==> config.mk <==
export PLATFORM = sky130hd
export DESIGN_NAME = key_step_controller
export DESIGN_NICKNAME = d
export VERILOG_FILES = /design/src/rtl/key_step_controller.sv
export SDC_FILE = /design/constraint.sdc
export NUM_CORES = 1
export LEC_CHECK = 0
export BUFFER_PORTS_ARGS = -buffer_cell sky130_fd_sc_hd__buf_2
export CORE_MARGIN = 2
export CORE_UTILIZATION = 60
export CTS_BUF_LIST = sky130_fd_sc_hd__clkbuf_8
export DETAILED_ROUTE_END_ITERATION = 10
export GPL_ROUTABILITY_DRIVEN = 0
export PLACE_DENSITY = 0.9
export RECOVER_POWER = 100
export SLEW_MARGIN = 25
export SYNTH_ARGS = -nofsm -noshare
export SYNTH_HDL_FRONTEND = slang
export SYNTH_SLANG_ARGS = --single-unit
==> constraint.sdc <==
create_clock -name clock -period 3.3 [get_ports clock]
set_input_delay 0.33 -clock clock [delete_from_list [all_inputs] [get_ports clock]]
set_output_delay 0.33 -clock clock [all_outputs]
set_load 0.005 [all_outputs]
==> src/rtl/key_step_controller.sv <==
// Turns held w/a/s key levels into discrete movement steps with typematic auto-repeat.
// Tracks a saturating (x, y) position and a pause flag toggled by rising edges of q.
module key_step_controller #(
   parameter int X_WIDTH      = 8,
   parameter int Y_WIDTH      = 7,
   parameter int X_MAX        = 159,
   parameter int Y_MAX        = 119,
   parameter int X_START      = 80,
   parameter int Y_START      = 60,
   parameter int CNT_WIDTH    = 25,
   parameter int REPEAT_DELAY = 25000000,
   parameter int REPEAT_RATE  = 5000000
) (
   input  logic               clock,
   input  logic               reset,
   input  logic               w,
   input  logic               a,
   input  logic               s,
   input  logic               q,
   output logic [X_WIDTH-1:0] x,
   output logic [Y_WIDTH-1:0] y,
   output logic               step,
   output logic [1:0]         dir,
   output logic               bump,
   output logic               paused
);

   typedef enum logic [1:0] {
      ST_IDLE   = 2'd0,
      ST_DELAY  = 2'd1,
      ST_REPEAT = 2'd2
   } state_t;

   localparam logic [1:0] DIR_UP   = 2'd0;
   localparam logic [1:0] DIR_LEFT = 2'd1;
   localparam logic [1:0] DIR_DOWN = 2'd2;

   localparam logic [CNT_WIDTH-1:0] DELAY_LAST = CNT_WIDTH'(REPEAT_DELAY - 1);
   localparam logic [CNT_WIDTH-1:0] RATE_LAST  = CNT_WIDTH'(REPEAT_RATE - 1);
   localparam logic [X_WIDTH-1:0]   X_RST      = X_WIDTH'((X_START > X_MAX) ? X_MAX : X_START);
   localparam logic [Y_WIDTH-1:0]   Y_RST      = Y_WIDTH'((Y_START > Y_MAX) ? Y_MAX : Y_START);
   localparam logic [Y_WIDTH-1:0]   Y_TOP      = Y_WIDTH'(Y_MAX);

   state_t               state_q, state_d;
   logic [CNT_WIDTH-1:0] timer_q, timer_d;
   logic [X_WIDTH-1:0]   x_q;
   logic [Y_WIDTH-1:0]   y_q;
   logic [1:0]           dir_q;
   logic                 step_q;
   logic                 bump_q;
   logic                 paused_q;
   logic                 q_prev_q;
   logic                 first_q;
   logic [2:0]           block_q;

   logic [2:0]           keys_raw_s;
   logic [2:0]           keys_eff_s;
   logic                 key_vld_s;
   logic [1:0]           key_dir_s;
   logic                 q_rise_s;
   logic                 take_step_s;
   logic [CNT_WIDTH-1:0] timer_last_s;
   logic [X_WIDTH-1:0]   nx_s;
   logic [Y_WIDTH-1:0]   ny_s;
   logic                 sat_s;

   assign keys_raw_s = {s, a, w};
   assign q_rise_s   = q & ~q_prev_q;

   // Keys still held across reset stay masked until they are seen released.
   always_comb begin
      keys_eff_s = 3'b000;
      if (first_q) begin
         keys_eff_s = 3'b000;
      end else begin
         keys_eff_s = keys_raw_s & ~block_q;
      end
      key_vld_s = |keys_eff_s;
      if (keys_eff_s[0]) begin
         key_dir_s = DIR_UP;
      end else if (keys_eff_s[1]) begin
         key_dir_s = DIR_LEFT;
      end else begin
         key_dir_s = DIR_DOWN;
      end
   end

   // Saturating position update for the active direction.
   always_comb begin
      nx_s  = x_q;
      ny_s  = y_q;
      sat_s = 1'b0;
      case (key_dir_s)
         DIR_UP: begin
            if (y_q == {Y_WIDTH{1'b0}}) sat_s = 1'b1;
            else                        ny_s  = y_q - Y_WIDTH'(1);
         end
         DIR_LEFT: begin
            if (x_q == {X_WIDTH{1'b0}}) sat_s = 1'b1;
            else                        nx_s  = x_q - X_WIDTH'(1);
         end
         DIR_DOWN: begin
            if (y_q >= Y_TOP) sat_s = 1'b1;
            else              ny_s  = y_q + Y_WIDTH'(1);
         end
         default: sat_s = 1'b0;
      endcase
   end

   // Step/repeat sequencing; a q edge or pause always parks the FSM in IDLE.
   always_comb begin
      state_d     = state_q;
      timer_d     = timer_q;
      take_step_s = 1'b0;
      if (state_q == ST_DELAY) timer_last_s = DELAY_LAST;
      else                     timer_last_s = RATE_LAST;
      if (q_rise_s || paused_q) begin
         state_d = ST_IDLE;
         timer_d = {CNT_WIDTH{1'b0}};
      end else begin
         case (state_q)
            ST_IDLE: begin
               timer_d = {CNT_WIDTH{1'b0}};
               if (key_vld_s) begin
                  take_step_s = 1'b1;
                  state_d     = ST_DELAY;
               end else begin
                  state_d = ST_IDLE;
               end
            end
            ST_DELAY, ST_REPEAT: begin
               if (!key_vld_s) begin
                  state_d = ST_IDLE;
                  timer_d = {CNT_WIDTH{1'b0}};
               end else if (key_dir_s != dir_q) begin
                  take_step_s = 1'b1;
                  state_d     = ST_DELAY;
                  timer_d     = {CNT_WIDTH{1'b0}};
               end else if (timer_q == timer_last_s) begin
                  take_step_s = 1'b1;
                  state_d     = ST_REPEAT;
                  timer_d     = {CNT_WIDTH{1'b0}};
               end else begin
                  timer_d = timer_q + CNT_WIDTH'(1);
               end
            end
            default: begin
               state_d = ST_IDLE;
               timer_d = {CNT_WIDTH{1'b0}};
            end
         endcase
      end
   end

   // State, position and strobe registers.
   always_ff @(posedge clock or negedge reset) begin
      if (!reset) begin
         state_q  <= ST_IDLE;
         timer_q  <= {CNT_WIDTH{1'b0}};
         x_q      <= X_RST;
         y_q      <= Y_RST;
         dir_q    <= DIR_UP;
         step_q   <= 1'b0;
         bump_q   <= 1'b0;
         paused_q <= 1'b0;
         q_prev_q <= 1'b0;
         first_q  <= 1'b1;
         block_q  <= 3'b111;
      end else begin
         state_q  <= state_d;
         timer_q  <= timer_d;
         q_prev_q <= q;
         first_q  <= 1'b0;
         step_q   <= take_step_s;
         bump_q   <= take_step_s & sat_s;
         if (first_q) block_q <= keys_raw_s;
         else         block_q <= block_q & keys_raw_s;
         if (q_rise_s) paused_q <= ~paused_q;
         else          paused_q <= paused_q;
         if (take_step_s) begin
            dir_q <= key_dir_s;
            x_q   <= nx_s;
            y_q   <= ny_s;
         end else begin
            dir_q <= dir_q;
            x_q   <= x_q;
            y_q   <= y_q;
         end
      end
   end

   assign x      = x_q;
   assign y      = y_q;
   assign step   = step_q;
   assign dir    = dir_q;
   assign bump   = bump_q;
   assign paused = paused_q;

endmodule

==> results.txt, run 1 <==
----------------------------------------------------
[Status]
  Run status ... finished, violations left
  Violated checks ... capacitance limit, slew limit

[Cells and area]
  Diode insertion count for antenna repair ... 0
  Net count, final ... 315
  Filler cells ... 343
  Post-layout instance area ... between 0.003 and 0.004 mm2
  Final standard cell count with taps included and fillers excluded ... 352
  Synthesis-to-finish area growth ... 8.32%
  Fraction of final layout cells sized beyond drive strength 1 ... 0.141

[Worst setup path]
  Worst R2R Path Depth ... 8
  WS Path Type ... reg -> reg
  End of the worst register-to-register path ... y[1]
  Maximum fanout along the worst path ... 10
  Startpoint kind of the worst setup timing path ... flop
  Worst Setup End Kind ... flop
  Critical Path AT ... 3.03 ns
  Reg-to-reg startpoint ... state_q[1]
  Setup slack on the worst flop-to-flop path ... 0.47 ns
  Required time of the worst setup path ... 3.50 ns

[Synthesis]
  EDFF count, synth ... 0
  Synthesized area ... 0.00287 mm2
  Dominant synthesized flop cell ... sky130_fd_sc_hd__dfrtp_1
  Syn_nets ... about 290
  Leading cell types by total area after synthesis ... sky130_fd_sc_hd__dfrtp_1 37%, sky130_fd_sc_hd__dfstp_2 9.2%, sky130_fd_sc_hd__xor2_1 7.0%
  Share of Yosys cell area claimed by the top area cell type ... 0.366
  Average instance area after synthesis ... 10.7 um2
  Post-synthesis sequential area ratio ... 0.458
  Share of flip-flops with an asynchronous set or reset after synthesis ... 1.00
  Number of standard cells after synthesis ... 268
  Post-synthesis cell type count ... 53
  Synth area leader ... sky130_fd_sc_hd__dfrtp_1
  Synthesis-stage register bit count ... 52
  Count of warnings emitted by yosys ... 0

[Hold path]
  Depth of the worst hold-timing path ... 1
  Sink of the worst hold path ... q_prev_q
  Launch point of the worst hold path ... q
  Hold crit path type ... in -> reg

[Clock tree]
  Clock tree buffer depth ... 2
  CTS tree ... done
  TritonCTS Buffers ... 5
  Number of sinks on the clock net ... between 50 and 60
  H-tree level count ... 2
  CTS root buffer ... sky130_fd_sc_hd__clkbuf_8
  Post-CTS sizing ... 0
  Worst-path clk slew ... 0.10 ns
  Insertion delay of the later-clocked pin in the worst-skew pair ... 0.32 ns
  Buffers inserted by post-CTS timing repair ... 0
  Hold buffers post-CTS ... 0

[Route]
  Residual DRC ... 0
  Drt wl/cell ... between 15 and 20 um
  Initial drt markers ... 141
  Total routed wirelength ... 5350 um
  Remaining antenna violation count ... 0
  Via total after detailed routing ... 2027
  Number of iterations in the first detailed-routing pass ... 4
  Via density ... ~5.8

[Floorplan]
  Effective utilization at floorplan ... 0.616
  Count of standard-cell rows ... 25
  Horiz. Die Dim ... 73.2 um
  Std-Cell Core Area ... 0.00466 mm2
  Die Footprint ... around 0.0054 mm2
  Number of ports placed on the die boundary ... 26
  Vertical extent of the die ... 73.2 um

[STA]
  Sum Neg Setup Slack ... 0 ns
  Highest attainable clock frequency ... 354 MHz
  Setup violators final ... 0
  Number of slew-limit violations in the final report ... 38
  Worst hold margin ... between 0.1 and 0.15 ns
  Setup repair after global routing missed its margin ... false
  Max-Slew Margin vs Limit ... -0.286
  Measured slew at the worst slew-check pin ... 1.93 ns
  Portion of the clock cycle consumed by the worst path in the final layout ... 0.857
  Minimum clock period after layout ... 2.83 ns
  Count of final hold-check violations ... 0
  Clock skew after layout ... roughly 0.0095 ns

[Placed design]
  Post-DP HPWL ... between 3000 and 4000 um
  Placed standard-cell area ... 0.00304 mm2
  Number of I/O port buffers ... 25
  Number of placed instances, taps included ... 344

[Job]
  # Max-Cap Violations ... 1

[Power and ir drop]
  Internal power summed over all cells ... 0.00122 W
  Combinational fraction of design power ... 0.290
  Clock group share of total power ... 0.243
  Net switching power ... 0.000609 W
  Worst voltage drop across the vdd grid ... 0.501 mV
  Power per standard cell area ... 588 mW/mm2
  Static Leakage ... 1.32 nW
  Share of power burned in registers ... 0.467
  Share of total power consumed by net switching ... 0.333

[Global route]
  Initial antenna violation count ... 0
  Pin count of the biggest net entering global routing ... 38
  Global Route Usage Sum ... 0.230
  Vias in the first global route ... 2038
  Global-route wire length before repair ... 9320 um
  Final global-route overflow total ... 0

----------------------------------------------------
power groups by stage:
stage               registers [W]  clock network (W)  logic, W
floorplan                0.000860                  0  0.000370
global route             0.000871           0.000472  0.000596
finish                   0.000854           0.000444  0.000531
global placement         0.000868                  0  0.000519
CTS                      0.000860           0.000450  0.000551
detailed placement       0.000869                  0  0.000542
layout make-up:
class | count | area (um2) | share of cell area
clock buffers | 5 | 68.8 | 0.0221
clock inverters | 3 | 42.5 | 0.0137
inverters | 12 | 45.0 | 0.0145
multi-input cells | 200 | 1450 | 0.467
flip-flops and latches | 52 | 1310 | 0.422
well taps | 54 | 67.6 | 0.0217
repair buffers | 26 | 121 | 0.0390
cells by family after synthesis:
kind of cell    share of synthesized area
compound gates                      0.112
xor+xnor                            0.116
fa+ha+maj                          0.0549
buf+inv                            0.0257
flops                               0.458
mux                                0.0444
other cells                       0.00131
simple gates                        0.188
routing by layer:
| metal | vias up | track usage | wire length (um) |
|---|---|---|---|
| li1 | 989 | - | - |
| met5 | - | 0 | 0 |
| met1 | 982 | 0.303 | 2430 |
| met3 | 12 | 0.0566 | 190 |
| met2 | 44 | 0.366 | 2610 |
| met4 | 0 | 0.0844 | 117 |
critical path, stage by stage, from the launching register on:
cell and delay [ns]:
sky130_fd_sc_hd__dfrtp_1 0.41, sky130_fd_sc_hd__inv_1 0.09, sky130_fd_sc_hd__ha_1 0.17, sky130_fd_sc_hd__and4bb_1 0.22
sky130_fd_sc_hd__nand4_1 0.16, sky130_fd_sc_hd__a2111oi_4 0.48, sky130_fd_sc_hd__o31ai_4 0.19, sky130_fd_sc_hd__a21oi_1 0.58
sky130_fd_sc_hd__mux2_2 0.41
cell usage after synthesis, types with 2 or more instances:
cell	instances
sky130_fd_sc_hd__dfrtp_1	42
sky130_fd_sc_hd__nor2_1	36
sky130_fd_sc_hd__xor2_1	23
sky130_fd_sc_hd__xnor2_1	15
sky130_fd_sc_hd__inv_1	12
sky130_fd_sc_hd__ha_1	11
sky130_fd_sc_hd__nand2_1	11
sky130_fd_sc_hd__dfstp_2	10
sky130_fd_sc_hd__nand3_1	10
sky130_fd_sc_hd__a21oi_1	8
sky130_fd_sc_hd__mux2i_1	6
sky130_fd_sc_hd__a211oi_1	5
sky130_fd_sc_hd__and3_1	5
sky130_fd_sc_hd__mux2_2	5
sky130_fd_sc_hd__nand4_1	5
sky130_fd_sc_hd__nor3_1	4
sky130_fd_sc_hd__o21a_1	4
sky130_fd_sc_hd__or3_1	4
sky130_fd_sc_hd__or4_1	4
sky130_fd_sc_hd__and2_1	3
sky130_fd_sc_hd__buf_2	3
sky130_fd_sc_hd__nor2b_1	3
sky130_fd_sc_hd__o21ai_0	3
sky130_fd_sc_hd__a2111oi_4	2
sky130_fd_sc_hd__a21oi_2	2
sky130_fd_sc_hd__nand2b_1	2
sky130_fd_sc_hd__nand3b_1	2
sky130_fd_sc_hd__nor4_1	2
sky130_fd_sc_hd__o21bai_1	2
worst max path at each step:
stage,startpoint,cells after the start,to
2_1_floorplan,block_q[1],9,y[6]
3_3_place_gp,a,10,y[6]
3_5_place_dp,state_q[1],8,y[1]
4_1_cts,block_q[1],9,y[6]
5_1_grt,block_q[1],9,y[6]
6_report,state_q[1],8,y[1]
registers in the layout, summed over array words and instances, names as in the netlist:
signal    flops
timer_q      25
x             8
y             7
block_q       3
dir           2
state_q       2
bump          1
first_q       1
paused        1
q_prev_q      1
step          1
stage by stage:
step | total power [W] | setup WS, ns | util
floorplan | 0.00123 | 0.988 | -
global placement | 0.00139 | 0.864 | 0.653
detailed placement | 0.00141 | 0.703 | 0.653
CTS | 0.00186 | 0.650 | 0.677
global route | 0.00194 | 0.347 | 0.667
finish | 0.00183 | 0.473 | 0.667
layout by cell type, fill, tap and decap left out, types with 4 or more instances in the layout:
master                      n
sky130_fd_sc_hd__dfrtp_1   42
sky130_fd_sc_hd__nor2_1    36
sky130_fd_sc_hd__xor2_1    23
sky130_fd_sc_hd__buf_2     19
sky130_fd_sc_hd__xnor2_1   15
sky130_fd_sc_hd__inv_1     13
sky130_fd_sc_hd__nand2_1   11
sky130_fd_sc_hd__ha_1      11
sky130_fd_sc_hd__nand3_1   10
sky130_fd_sc_hd__a21oi_1   10
sky130_fd_sc_hd__dfstp_1    7
sky130_fd_sc_hd__mux2i_1    6
sky130_fd_sc_hd__clkbuf_1   6
sky130_fd_sc_hd__and3_1     5
sky130_fd_sc_hd__nand4_1    5
sky130_fd_sc_hd__a211oi_1   5
sky130_fd_sc_hd__mux2_2     5
sky130_fd_sc_hd__clkbuf_8   5
sky130_fd_sc_hd__nor3_1     4
sky130_fd_sc_hd__or3_1      4
sky130_fd_sc_hd__o21a_1     4
sky130_fd_sc_hd__or4_1      4
No activity file was read; power rests on OpenSTA's default activity.
==> inputs of run 2 (changes only) <==
--- a/config.mk
+++ b/config.mk
@@ -7,11 +7,11 @@
 export LEC_CHECK = 0
 export BUFFER_PORTS_ARGS = -buffer_cell sky130_fd_sc_hd__buf_2
 export CORE_MARGIN = 2
-export CORE_UTILIZATION = 60
+export CORE_UTILIZATION = 61
 export CTS_BUF_LIST = sky130_fd_sc_hd__clkbuf_8
 export DETAILED_ROUTE_END_ITERATION = 10
 export GPL_ROUTABILITY_DRIVEN = 0
-export PLACE_DENSITY = 0.9
+export PLACE_DENSITY = 0.91
 export RECOVER_POWER = 100
 export SLEW_MARGIN = 25
 export SYNTH_ARGS = -nofsm -noshare
==> run 2 against run 1 <==
The flow still finishes with violations (capacitance limit, slew limit); die area fell by 1.6%; worst hold slack better by 0.011 ns; largest power group unchanged; sequential share of layout area grew 0.19 points; cell count is 0.57% lower; critical path depth increased by 1; sequential power about the same.
==> results.txt, run 2 (synthesis results as in run 1) <==
----------------------------------------------------
[Status]
  Run status ... finished, violations left
  Violated checks ... capacitance limit, slew limit

[STA]
  Measured slew at the worst slew-check pin ... 2.50 ns (+0.570 ns)
  Setup repair after global routing missed its margin ... false
  Setup violators final ... 0 (unchanged)
  Count of final hold-check violations ... 0 (unchanged)
  Max-Slew Margin vs Limit ... -0.666 (-0.380)
  Sum Neg Setup Slack ... 0 ns (unchanged)
  Portion of the clock cycle consumed by the worst path in the final layout ... 0.857 (about the same)
  Highest attainable clock frequency ... 354 MHz (about the same)
  Clock skew after layout ... 0.0139 ns (+0.00444 ns)
  Number of slew-limit violations in the final report ... 50 (+32%)
  Minimum clock period after layout ... 2.83 ns (+0.000881 ns)
  Final Worst Setup Slack ... 0.472 ns (-0.000881 ns)

[Hold path]
  Launch point of the worst hold path ... q
  Depth of the worst hold-timing path ... 1 (unchanged)
  Sink of the worst hold path ... q_prev_q
  Hold crit path type ... in -> reg

[Power and ir drop]
  Combinational fraction of design power ... 0.294 (+0.004)
  Static Leakage ... 1.32 nW (-0.16%)
  Internal power summed over all cells ... 0.00122 W (-0.14%)
  Share of power burned in registers ... 0.472 (+0.005)
  Share of total power consumed by net switching ... 0.326 (-0.00737)
  Worst voltage drop across the vdd grid ... 0.382 mV (-24%)
  Net switching power ... 0.000588 W (-3.4%)
  Clock group share of total power ... 0.235 (-0.008)
  Power per standard cell area ... 583 mW/mm2 (-0.79%)

[Clock tree]
  Insertion delay of the later-clocked pin in the worst-skew pair ... 0.31 ns (about the same)
  CTS root buffer ... sky130_fd_sc_hd__clkbuf_8
  Worst-path clk slew ... 0.09 ns (about the same)
  Hold buffers post-CTS ... 0 (unchanged)
  Buffers inserted by post-CTS timing repair ... 0 (unchanged)
  TritonCTS Buffers ... 5 (unchanged)
  Post-CTS sizing ... 0 (unchanged)
  Clock tree buffer depth ... 2 (unchanged)
  H-tree level count ... 2 (unchanged)
  CTS tree ... done
  Number of sinks on the clock net ... 52 (unchanged)

[Cells and area]
  Diode insertion count for antenna repair ... 0 (unchanged)
  Net count, final ... 315 (unchanged)
  Filler cells ... 333 (-2.9%)
  Number of flip-flops in the largest register ... 25 (unchanged)
  Utilization after layout ... 0.697 (+0.0294)
  Final standard cell count with taps included and fillers excluded ... 350 (-0.57%)
  Commonest non-fill, non-tap cell in the layout ... sky130_fd_sc_hd__dfrtp_1
  Fraction of final layout cells sized beyond drive strength 1 ... 0.141 (unchanged)
  Synthesis-to-finish area growth ... 7.84%
  Reg with most FFs ... timer_q
  Most frequent cells in the layout ... 42 x sky130_fd_sc_hd__dfrtp_1, 36 x sky130_fd_sc_hd__nor2_1, 23 x sky130_fd_sc_hd__xor2_1

[Global route]
  Final global-route overflow total ... 0 (unchanged)
  Initial antenna violation count ... 0 (unchanged)
  Vias in the first global route ... 2113 (+3.7%)
  Pin count of the biggest net entering global routing ... 50 (+32%)
  Global Route Usage Sum ... 0.228 (-0.00151)
  Global-route wire length before repair ... 9450 um (+1.4%)

[Floorplan]
  Number of ports placed on the die boundary ... 26 (unchanged)
  Effective utilization at floorplan ... 0.646 (+0.0300)
  Std-Cell Core Area ... 0.00444 mm2 (-4.6%)
  Vertical extent of the die ... 72.6 um (-0.78%)
  Die Footprint ... 0.00527 mm2 (-1.6%)
  Horiz. Die Dim ... 72.6 um (-0.78%)
  Count of standard-cell rows ... 24 (-4.0%)

[Worst setup path]
  Setup slack on the worst flop-to-flop path ... 0.47 ns (about the same)
  Reg-to-reg startpoint ... block_q[0]
  End of the worst register-to-register path ... y[6]
  WS Path Type ... reg -> reg
  Startpoint kind of the worst setup timing path ... flop
  Worst Setup End Kind ... flop
  Critical Path AT ... 3.05 ns (+0.02 ns)
  Required time of the worst setup path ... 3.52 ns (+0.02 ns)
  Worst R2R Path Depth ... 9 (+1)
  Maximum fanout along the worst path ... 13 (+3)

[Placed design]
  Number of I/O port buffers ... 25 (unchanged)
  Number of placed instances, taps included ... 342 (-0.58%)
  Pre-CTS worst setup slack ... 0.757 ns (+0.0531 ns)
  Post-DP HPWL ... 3850 um (+2.3%)

[Route]
  Via density ... 5.98 (+3.8%)
  Residual DRC ... 0 (unchanged)
  Number of iterations in the first detailed-routing pass ... 4 (unchanged)
  Via total after detailed routing ... 2093 (+3.3%)
  Drt wl/cell ... 15.3 um (+0.89%)
  Remaining antenna violation count ... 0 (unchanged)
  Total routed wirelength ... 5360 um (+0.32%)
  Initial drt markers ... 178 (+26%)

[Job]
  # Max-Cap Violations ... 1 (unchanged)

----------------------------------------------------
[run 2: changes by cell type in the layout (fill, tap and decap cells not counted)]
cell	previous run	this run
sky130_fd_sc_hd__a21oi_2	0	1
sky130_fd_sc_hd__a21oi_4	1	0
sky130_fd_sc_hd__buf_1	1	0
sky130_fd_sc_hd__clkbuf_1	6	7
sky130_fd_sc_hd__clkinv_2	0	1
sky130_fd_sc_hd__inv_6	1	0
[run 2: critical path, stage by stage (launching register included)]
cell and delay, ns:
sky130_fd_sc_hd__dfstp_2 0.38, sky130_fd_sc_hd__nand2b_4 0.16, sky130_fd_sc_hd__a21oi_2 0.58, sky130_fd_sc_hd__ha_1 0.40, sky130_fd_sc_hd__a211oi_1 0.33, sky130_fd_sc_hd__o21bai_1 0.12
sky130_fd_sc_hd__a21oi_1 0.18, sky130_fd_sc_hd__xor2_1 0.10, sky130_fd_sc_hd__a211oi_1 0.32, sky130_fd_sc_hd__xor2_1 0.19
[run 2: through the flow]
stage	power (W)	instance area [um2]	hold slack (ns)
global placement	0.00139	3040	0.449
CTS	0.00184	3150	0.0490
finish	0.00181	3100	0.137
detailed placement	0.00142	3040	0.389
global route	0.00191	3100	0.130
floorplan	0.00123	2870	0.0344
[run 2: worst max-delay path by stage]
stage	slack [ns]	cells after the start	end	start
2_1_floorplan	0.99	9	y[6]	block_q[1]
3_3_place_gp	0.85	10	y[6]	a
3_5_place_dp	0.76	10	y[6]	a
4_1_cts	0.68	9	y[6]	block_q[1]
5_1_grt	0.28	9	y[6]	block_q[0]
6_report	0.47	9	y[6]	block_q[0]
[run 2: area by class of cell]
class | instances | area, um2 | share of cell area
Multi-Input combinational cell | 200 | 1440 | 0.466
Clock buffer | 5 | 68.8 | 0.0222
Timing Repair Buffer | 26 | 121 | 0.0392
Inverter | 12 | 45.0 | 0.0145
Clock inverter | 3 | 38.8 | 0.0125
Sequential cell | 52 | 1310 | 0.424
Tap cell | 52 | 65.1 | 0.0210
[run 2: power groups by stage]
| stage | clock network [W] | logic [W] | registers (W) |
|---|---|---|---|
| finish | 0.000424 | 0.000531 | 0.000852 |
| global route | 0.000456 | 0.000591 | 0.000867 |
| CTS | 0.000432 | 0.000551 | 0.000860 |
| detailed placement | 0 | 0.000546 | 0.000869 |
| global placement | 0 | 0.000520 | 0.000867 |
| floorplan | 0 | 0.000370 | 0.000860 |
[run 2: layer usage]
layer | global-route usage | part of all wire
met1 | 0.293 | 0.45
met2 | 0.378 | 0.49
met3 | 0.0470 | 0.037
met4 | 0.0947 | 0.028
met5 | 0 | 0
